$ cat src/rtl/rv32_pkg.sv
// rv32_pkg: shared RV32 fetch state, NOP encoding and opcode constants
package rv32_pkg;
  localparam int RV_XLEN = 32;
  localparam logic [31:0] RV_NOP = 32'h0000_0013;
  localparam logic [6:0] OP_R      = 7'b0110011;
  localparam logic [6:0] OP_IMM    = 7'b0010011;
  localparam logic [6:0] OP_LOAD   = 7'b0000011;
  localparam logic [6:0] OP_STORE  = 7'b0100011;
  localparam logic [6:0] OP_BRANCH = 7'b1100011;
  localparam logic [6:0] OP_JAL    = 7'b1101111;
  localparam logic [6:0] OP_JALR   = 7'b1100111;
  localparam logic [6:0] OP_LUI    = 7'b0110111;
  localparam logic [6:0] OP_AUIPC  = 7'b0010111;
  typedef enum logic [1:0] {FETCH, WAIT, HOLD} fetch_state_t;
endpackage

$ cat src/rtl/instr_fetch_unit.sv
// instr_fetch_unit: PC owner issuing single-outstanding word fetches and handing instructions to decode
module instr_fetch_unit
  import rv32_pkg::*;
#(
  parameter int XLEN = RV_XLEN,
  parameter logic [XLEN-1:0] RESET_PC = '0
) (
  input  logic            clk_i,
  input  logic            rst_ni,
  output logic            imem_req_o,
  output logic [XLEN-1:0] imem_addr_o,
  input  logic            imem_rvalid_i,
  input  logic [XLEN-1:0] imem_rdata_i,
  output logic            instr_valid_o,
  input  logic            instr_ready_i,
  output logic [XLEN-1:0] instr_o,
  output logic [XLEN-1:0] pc_o,
  output logic [XLEN-1:0] pc_plus4_o,
  input  logic            redirect_i,
  input  logic [XLEN-1:0] redirect_pc_i,
  output logic            fault_o
);
  fetch_state_t state;
  logic [XLEN-1:0] pc;
  logic drop;
  assign imem_req_o = rst_ni && state == FETCH && !redirect_i && !fault_o;
  assign imem_addr_o = pc;
  assign pc_o = pc;
  assign pc_plus4_o = pc + XLEN'(4);
  always_ff @(posedge clk_i or negedge rst_ni)
    if (!rst_ni) begin
      state <= FETCH;
      pc <= RESET_PC;
      drop <= 1'b0;
      fault_o <= 1'b0;
      instr_valid_o <= 1'b0;
      instr_o <= XLEN'(RV_NOP);
    end else if (redirect_i) begin
      pc <= redirect_pc_i;
      instr_valid_o <= 1'b0;
      fault_o <= fault_o | (redirect_pc_i[1:0] != 2'b00);
      state <= (state == WAIT && !imem_rvalid_i) ? WAIT : FETCH;
      drop <= state == WAIT && !imem_rvalid_i;
    end else begin
      case (state)
        FETCH: if (imem_req_o) state <= WAIT;
        WAIT: if (imem_rvalid_i) begin
          drop <= 1'b0;
          state <= drop ? FETCH : HOLD;
          instr_valid_o <= !drop;
          if (!drop) instr_o <= imem_rdata_i;
        end
        HOLD: if (instr_ready_i) begin
          pc <= pc + XLEN'(4);
          instr_valid_o <= 1'b0;
          state <= FETCH;
        end
        default: state <= FETCH;
      endcase
    end
endmodule

$ cat config.mk
export PLATFORM = sky130hd
export DESIGN_NAME = instr_fetch_unit
export DESIGN_NICKNAME = d
export VERILOG_FILES = /design/src/rtl/rv32_pkg.sv /design/src/rtl/instr_fetch_unit.sv
export SDC_FILE = /design/constraint.sdc
export NUM_CORES = 1
export LEC_CHECK = 0
export CAP_MARGIN = 10
export CORE_MARGIN = 2
export CORE_UTILIZATION = 40
export DETAILED_ROUTE_END_ITERATION = 8
export PLACE_DENSITY = 0.91
export REMOVE_ABC_BUFFERS = 1
export SETUP_SLACK_MARGIN = 0.02
export SKIP_LAST_GASP = 1
export SLEW_MARGIN = 20
export SYNTH_ARGS = -nofsm -noshare
export SYNTH_HDL_FRONTEND = slang
export SYNTH_SLANG_ARGS = --single-unit
$ cat constraint.sdc
create_clock -name clk_i -period 3.76 [get_ports clk_i]
set_input_delay 1.128 -clock clk_i [delete_from_list [all_inputs] [get_ports clk_i]]
set_output_delay 1.128 -clock clk_i [all_outputs]
set_load 0.01 [all_outputs]
==> qor.yml <==
setup_path:
  reg2reg_depth: 6
  path_class: "reg2out"
  crit_path_start: "imem_addr_o[13]"
  slowest_delay_ns: 0.55
  r2r_end: "imem_addr_o[25]"
  cp_max_fo: 5
  r2r_start: "imem_addr_o[13]"
  worst_setup_path_start_kind: "flop"
  cp.arrival_ns: 2.50
  critPathSlowestCell: "clkdlybuf4s50_1"
  reg2reg_slack_ns: 1.80
  path_buf_inv: 2
  crit_family: "simple AND/OR/NAND/NOR gates"
  cp_num_cells: 7
  path_cells: "nand3_2 > nor4_4 > buf_4 > nand4_2 > nor2_1 > xor2_1 > clkdlybuf4s50_1"
  worstSetupEndpoint: "pc_plus4_o[25]"
  critPathRequiredTime_ns: 2.63
  cp-end-kind: "primary output"
global_routing:
  grt_max_degree: 70
  grt_overflow: 0
  first_global_vias: 3704
  antenna_found_initial: 0
  grt_usage_pct: 23.3
  grt_pass1_wl_um: 18800
clock_network:
  cts_buffer_depth: 2
  cts-root-buf: "clkbuf_8"
  clkSinkCount: 69
  clk_pin_slew_ns: 0.08
  cts_buffers: 9
  htree_levels: 3
  cts_tree: "yes"
  clock_latency_ns: 0.34
  ctsHoldBuffers: 0
detailed_routing:
  vias: 3622
  dr.pass1.iters: 4
  wl_per_cell_um: 17.4
  first_iter_violations: 207
  ant_nets: 0
  via_per_inst: 5.13
  wl_um: 12300
  drc: 0
sta:
  fmax_ghz: 0.276
  hold_violations: 0
  whs_ns: 0.495
  worstMarginPinSlew_ns: 0.911
  period_needed_ns: 3.62
  maxSlewViolCount: 0
  slew_headroom_pct: 39.3
  rsz0062_at_grt: "true"
  fin_skew_ns: 0.0112
  setup_viol: 0
  min_period_over_period_pct: 96.4
power:
  power.leakage_nw: 2.61
  powerDensity_nw_per_um2: 352
  max-vdd-ir-drop_mv: 0.241
final_layout:
  areaGrowthSynthToFinish_pct: 60.8
  final_nets: 642
  antenna_cells: 0
  stdcell_count: 706
  drive_gt1_share_pct: 19.2
  fill_cells: 746
floorplanning:
  die_h_um: 102
  die_width_um: 102
  ioPinCount: 200
  die_area_um2: 10500
  start_util_pct: 41.5
  core_area_um2: 9330
  rows: 35
yosys:
  synth_edf_count: 0
  ys_ff_latch: 69
  ys_seq_area_share_pct: 44.7
  ys.flop_type: "dfrtp_1"
  syn-instance-count: 383
  synth_area_per_cell_um2: 10.1
  synthArstFlopShare_pct: 100
  synth_warnings: 0
  synth.distinct_cells: 46
  syn_area_um2: 3870
outcome:
  status: "completed"
hold_path:
  whs_path_depth: 1
  min-delay-path-class: "reg2reg"
placed_design:
  port_buffers: 199
  hpwl_um: 8860
  dp.cells: 676
  place.gp.congestion: 0.796
job:
  drv_cap: 0
[worst min path at each step]
stage,to,slack (ns),start
2_1_floorplan,instr_valid_o,0.44,drop
3_3_place_gp,state[0],0.45,state[1]
5_1_grt,instr_valid_o,0.52,drop
3_5_place_dp,instr_valid_o,0.48,drop
6_report,instr_valid_o,0.49,drop
4_1_cts,state[0],0.49,state[1]
[cells in the mapped netlist (2+ instances only)]
master	count	area share [%]
o31ai_1	2	0.39
nand4_1	10	1.6
buf_1	4	0.39
nand3_1	16	2.1
inv_1	4	0.39
nor2b_1	8	1.3
dfstp_2	3	2.0
a21oi_1	7	0.90
nor3b_1	5	0.97
clkbuf_1	10	0.97
nand2b_1	3	0.48
mux2i_1	2	0.52
nor3_1	5	0.65
or4_1	2	0.39
dfrtp_1	66	43
xnor2_1	20	4.5
nand2_1	43	4.2
xor2_1	21	4.7
or2_2	3	0.48
or3_1	5	0.81
a221o_1	5	1.3
nor2_1	19	1.8
mux2_2	35	10
o311ai_0	2	0.45
buf_4	34	6.6
nor4_1	3	0.48
and3_1	5	0.81
a22oi_1	2	0.39
o21ai_0	22	2.8
[logic make-up after synthesis]
logic type / after synthesis / share of synthesized area (%)
simple gates: 136 / 19.0
compound gates: 47 / 7.72
flops: 69 / 44.7
mux: 37 / 10.7
buf+inv: 52 / 8.33
fa+ha+maj: 1 / 0.323
xor+xnor: 41 / 9.27
[cells in the final DEF, fill, tap and decap left out, types with 4 or more instances in the layout]
master / n
buf_4: 28
nor3b_1: 5
or3_1: 5
inv_1: 4
mux2_2: 35
nand3_1: 14
a221o_1: 5
xor2_1: 21
xnor2_1: 20
and3_1: 5
a21oi_1: 7
nand4_1: 10
o21ai_0: 22
clkbuf_8: 10
nor2_1: 19
nor3_1: 4
dfrtp_2: 13
clkdlybuf4s50_1: 193
nand2_1: 43
dfrtp_1: 53
nor2b_1: 8
[per-layer routing]
layer	GRT usage, %	wire, um	share of wire, %	vias to the layer above
li1	-	-	-	1693
met4	7.69	231	1.9	0
met3	5.81	752	6.1	23
met2	40.1	6460	53	146
met1	28.6	4810	39	1760
met5	0	0	0	-
[power breakdown]
group | switching (mW) | total (mW) | internal [mW]
registers | 0.0693 | 0.870 | 0.801
clock network | 0.293 | 0.756 | 0.463
logic | 0.221 | 0.568 | 0.347
[flip-flops by register name, indices dropped and copies added (netlist names)]
register and cells:
instr_o 32, state 2, imem_addr_o 32, instr_valid_o 1, drop 1, fault_o 1
[metrics by stage]
step	cell area [um2]	setup WS, ns	total power [mW]	util (%)	setup TNS (ns)
floorplan	3570	0.646	1.04	-	0
global placement	5810	-0.0551	1.41	62.3	-0.0551
detailed placement	5810	-0.0463	1.43	62.3	-0.0463
CTS	6140	0.0229	2.20	65.8	0
global route	6230	-0.0192	2.29	66.8	-0.0192
finish	6230	0.136	2.19	66.8	0
[cell type report]
type	count	area, um2	area share (%)
sequential	69	1750	28.0
timing repair buffer	226	2190	35.1
inverter	4	15.0	0.241
multi-input combinational	262	1870	30.0
clock buffer	11	141	2.27
clock inverter	5	108	1.73
tap	129	161	2.59
[repair_timing]
action | 4_1_cts | 5_1_grt
pin swaps | 1 | 3
setup buffers | 8 | 6
resized for setup | 13 | 12
endpoints found under the setup margin | 16 | 11
cloned | 0 | 0
No activity file was read; power rests on OpenSTA's default activity.
